--- src/rtl/down_counter_ctrl.sv ---
// Loadable down-counter with a variable per-cycle decrement. It pulses done when the
// budget is exhausted and flags an underflow when the final step overshot zero.
module down_counter_ctrl #(
  parameter int WIDTH      = 32,
  parameter int STEP_WIDTH = 9
) (
  input  logic                  clk,
  input  logic                  rst,
  input  logic                  load,
  input  logic [WIDTH-1:0]      load_value,
  input  logic                  enable,
  input  logic [STEP_WIDTH-1:0] decrement,
  input  logic                  abort,
  output logic [WIDTH-1:0]      count,
  output logic                  busy,
  output logic                  done,
  output logic                  underflow
);

  localparam logic [1:0] ST_IDLE = 2'd0;
  localparam logic [1:0] ST_RUN  = 2'd1;
  localparam logic [1:0] ST_DONE = 2'd2;

  logic [1:0]       state_q, state_d;
  logic [WIDTH-1:0] count_q, count_d;
  logic             underflow_q, underflow_d;
  logic             busy_q, busy_d;
  logic             done_q, done_d;
  logic [WIDTH-1:0] step;

  assign step = {{(WIDTH-STEP_WIDTH){1'b0}}, decrement};

  // NOTE: every always_comb target gets a default first so that no latch is inferred.
  always_comb begin
    state_d     = state_q;
    count_d     = count_q;
    underflow_d = underflow_q;

    if (abort) begin
      state_d     = ST_IDLE;
      count_d     = '0;
      underflow_d = 1'b0;
    end else if (load) begin
      state_d     = ST_RUN;
      count_d     = load_value;
      underflow_d = 1'b0;
    end else begin
      case (state_q)
        ST_RUN: begin
          if (enable) begin
            // A count already at zero terminates cleanly; it cannot overshoot.
            if (count_q <= step) begin
              count_d     = '0;
              underflow_d = (count_q != '0) && (count_q < step);
              state_d     = ST_DONE;
            end else begin
              count_d = count_q - step;
            end
          end
        end
        ST_DONE: state_d = ST_IDLE;
        ST_IDLE: state_d = ST_IDLE;
        default: state_d = ST_IDLE;
      endcase
    end

    busy_d = (state_d == ST_RUN);
    done_d = (state_d == ST_DONE);
  end

  // NOTE: state flops use non-blocking assignments so that every flop samples pre-edge values.
  always_ff @(posedge clk or posedge rst) begin
    if (rst) begin
      state_q     <= ST_IDLE;
      count_q     <= '0;
      underflow_q <= 1'b0;
      busy_q      <= 1'b0;
      done_q      <= 1'b0;
    end else begin
      state_q     <= state_d;
      count_q     <= count_d;
      underflow_q <= underflow_d;
      busy_q      <= busy_d;
      done_q      <= done_d;
    end
  end

  assign count     = count_q;
  assign busy      = busy_q;
  assign done      = done_q;
  assign underflow = underflow_q;

endmodule

--- config.mk ---
export PLATFORM = sky130hd
export DESIGN_NAME = down_counter_ctrl
export DESIGN_NICKNAME = d
export VERILOG_FILES = /design/src/rtl/down_counter_ctrl.sv
export SDC_FILE = /design/constraint.sdc
export NUM_CORES = 1
export LEC_CHECK = 0
export ABC_AREA = 1
export CAP_MARGIN = 15
export CELL_PAD_IN_SITES_DETAIL_PLACEMENT = 1
export CELL_PAD_IN_SITES_GLOBAL_PLACEMENT = 1
export CORE_ASPECT_RATIO = 0.8
export CORE_MARGIN = 2
export CORE_UTILIZATION = 31
export DETAILED_ROUTE_END_ITERATION = 7
export PLACE_DENSITY_LB_ADDON = 0.1
export SYNTH_ARGS = -nofsm -noshare
export SYNTH_HDL_FRONTEND = slang
export SYNTH_SLANG_ARGS = --single-unit
export TNS_END_PERCENT = 1
--- constraint.sdc ---
create_clock -name clk -period 2.35 [get_ports clk]
set_clock_uncertainty 0.2 [all_clocks]
set_input_delay 0.47 -clock clk [delete_from_list [all_inputs] [get_ports clk]]
set_output_delay 0.47 -clock clk [all_outputs]
set_load 0.05 [all_outputs]
==> flow_summary.yaml, run 1 <==
outcome:
  status: "finished, violations left"
  violations: "setup timing"
pwr:
  p_leak_nw: 2.695
  p_per_area_nw_per_um2: 675.0
  max-vdd-ir-drop_uv: 261.9
  power_frac_comb_pct: 53.6
  pwr-share-clk_pct: 23.8
  switching_share_pct: 43.59
  internal_power_w: 0.001980
  power_frac_seq_pct: 22.6
  p_switching_w: 0.001530
finish:
  regArea_sq_um: 928.4
  finalNonFillerCells: 804
  multi_input_area_sq_um: 2283
  n_antenna_cell: 0
  n_fill_cell: 1340
  drive_above_1_share_pct: 26.05
  area_growth_pct: 62.43
  nets: 719
yosys:
  postSynthNetCount: 574
  syn_area_per_cell_sq_um: 6.179
  netlist_top_cells_area: "dfrtp_1 (29%), nand2_1 (27%), inv_1 (7.0%)"
  synth-async-reset-ratio_pct: 100.0
  synth.distinct_cells: 29
  synth-edff-count: 0
  syn_inst: 518
  ys.flop_type: "dfrtp_1"
  synth_top_area_share_pct: 28.93
  yosys.area.top_type: "dfrtp_1"
  ys_seq_area_share_pct: 28.93
  synthesis.area_sq_um: 3201
  ys_ff_latch: 37
  synth_warnings: 0
  ys_top_cells_by_count: "nand2_1 (232), inv_1 (60), nor2_1 (51)"
  synth.most_common_cell: "nand2_1"
grt:
  grt_max_degree: 38
  antenna_found_initial: 0
  grt_first_pass_wirelength_microns: 21480
  grt_pass1_vias: 3995
  grt_usage_pct: 24.87
  overflow: 0
place:
  dp_cells: 781
  io_buffers: 80
  gp_congestion: 0.8901
  dpl.hpwl_microns: 10230
detailed_routing:
  dr.first_iter.drc_count: 165
  dr.pass1.iters: 4
  viasPerCell: 4.796
  routed_wl_microns: 13620
  wl_per_cell_microns: 16.94
  vias: 3856
  ant_nets: 0
  route.detailed.drc: 0
clocking:
  cts.sinks: 37
  htree_levels: 2
  cts_inserted_buffers: 5
  tritoncts: "yes"
  clkLatencyLatePin_ns: 0.29
  clockRootBuffer: "clkbuf_16"
  cts_buffer_depth: 2
  clkSlewWorstSetupHoldPaths_ns: 0.06
  hold_buffers: 0
timing:
  clock.fmax_mhz: 412.6
  hold_slack_ns: 0.3181
  setup_viol: 24
  fin_crit_sh_pct: 103.1
  slew_headroom_pct: 64.79
  fin_crit_ns: 2.424
  slew_violations: 0
  finalHoldViolations: 0
  setup_ws_ns: -0.07389
  grt_setup_unrepaired: "yes"
  worst_pin_slew_ns: 0.5282
flow_run:
  cap_violations: 0
worst_setup_path:
  crit_path_end_kind: "register"
  cpLargestDelayFamily: "simple AND/OR/NAND/NOR gates"
  crit_buf_inv: 4
  cp_slowest_cell: "dfrtp_2"
  crit_type: "reg2reg"
  max_stage_delay_ns: 0.40
  cp_max_fo: 5
  critical_path_required_ns: 2.33
  path_cells: "inv_2, ha_4, inv_2, fa_2, nand2_2, nand2_4, nand3_2, nand2_2, nand2_4, nand3_4, nand3_4, buf_12, buf_12, o21ai_4, nand2_1, o21ai_1"
  cp.arrival_ns: 2.40
  start_kind: "register"
floorplanning:
  start_util_pct: 31.51
  fp.dieW_microns: 117.6
  row_count: 33
  core-area_sq_um: 10160
  die-area_sq_um: 11160
  die_h_microns: 94.88
  io_pins: 81
min_path:
  min_path_type: "reg2reg"
[metal layers]
metal  vias up  part of all wire (%)  global-route usage, %
met5         -                     0                      0
met4         0                   1.5                  5.823
met3        15                   4.5                  3.744
met2        88                    46                  41.62
met1      1851                    48                  34.02
li1       1902                     -                      -
[what timing repair did]
item / in CTS / in global routing
gates cloned: 2 / 0
setup endpoints to repair: 37 / 38
gates resized for setup: 59 / 30
buffers inserted: 12 / 2
pin swaps: 16 / 17
[stage by stage]
| stage | cell area [sq um] | utilization [%] | setup WS (ns) | setup TNS (ns) | total power (W) |
|---|---|---|---|---|---|
| final | 5199 | 51.18 | -0.07389 | -0.8839 | 0.003509 |
| after global routing | 5199 | 51.18 | -0.1916 | -4.535 | 0.003718 |
| after CTS | 5080 | 50.01 | -0.1131 | -1.353 | 0.003446 |
| after detailed placement | 4547 | 44.76 | -0.6132 | -20.45 | 0.002440 |
| after global placement | 4547 | 44.76 | -0.5461 | -17.17 | 0.002408 |
| after floorplan | 3209 | - | 0.0001366 | 0 | 0.001767 |
[registers in the layout (all words and copies together), names as in the netlist]
register,count
count,32
done,1
busy,1
state_q,2
underflow,1
[power by group through the flow]
| stage | sequential [W] | combinational [W] | clock, W |
|---|---|---|---|
| 2_1_floorplan | 0.00102 | 0.000748 | 0 |
| 3_3_place_gp | 0.000791 | 0.00162 | 0 |
| 3_5_place_dp | 0.000795 | 0.00164 | 0 |
| 4_1_cts | 0.000792 | 0.00180 | 0.000858 |
| 5_1_grt | 0.000804 | 0.00203 | 0.000879 |
| 6_report | 0.000793 | 0.00188 | 0.000837 |
[cell usage in the layout, fill, tap and decap left out, drive strengths merged]
cell type and n:
nand2 237, buf 74, clkdlybuf4s50 64, inv 62, nor2 59, dfrtp 37, o21ai 33, nand3 28
nand4 9, xor2 9, ha 9, a21oi 8, dlygate4sd2 6, clkbuf 6, nor3 6, xnor2 4
dlymetal6s2s 4, nor4 3, a21boi 2, and3 1, fa 1, bufinv 1, clkinvlp 1
[logic make-up after synthesis]
family | count (synthesis) | share of synthesized area (%)
buffers and inverters | 73 | 9.304
adder cells (fa/ha/maj) | 10 | 4.144
flip-flops | 37 | 28.93
AO/OA/AOI/OAI | 43 | 9.226
AND/OR/NAND/NOR | 342 | 44.84
XOR/XNOR | 13 | 3.557
[worst reg2reg max path, stage by stage, from the launching register on]
cell	delay, ns
dfrtp_2	0.40
inv_2	0.08
ha_4	0.13
inv_2	0.04
fa_2	0.34
nand2_2	0.09
nand2_4	0.07
nand3_2	0.09
nand2_2	0.08
nand2_4	0.09
nand3_4	0.12
nand3_4	0.15
buf_12	0.14
buf_12	0.13
o21ai_4	0.05
nand2_1	0.05
o21ai_1	0.06
[final cells by class]
cell class                 count  area share [%]
inverter                      62           4.525
multi-input combinational    409           43.92
timing repair buffer         148           26.93
sequential                    37           17.86
clock buffer                   6           2.671
clock inverter                 2          0.7220
tap                          140           3.369
[path summary, 6_finish.rpt]
check	from	endpoint	slack, ns	cells past startpoint
max	count[0]$_DFFE_PP0P_	count[0]$_DFFE_PP0P_	-0.07	16
min	count[25]$_DFFE_PP0P_	count[25]$_DFFE_PP0P_	0.32	2
max reg2reg	count[0]$_DFFE_PP0P_	count[0]$_DFFE_PP0P_	-0.07	16
min reg2reg	count[25]$_DFFE_PP0P_	count[25]$_DFFE_PP0P_	0.32	2
max in group asynchronous	rst	count[0]$_DFFE_PP0P_	1.12	3
min in group asynchronous	rst	done$_DFF_PP0_	0.43	3
Power figures use the tool's default switching activity.
==> inputs of run 2 (changes only) <==
Settings changed: ABC_CLOCK_PERIOD_IN_PS set to 2350.
==> results of run 2 <==
No change in the layout: final DEF, timing and power equal those of run 1.
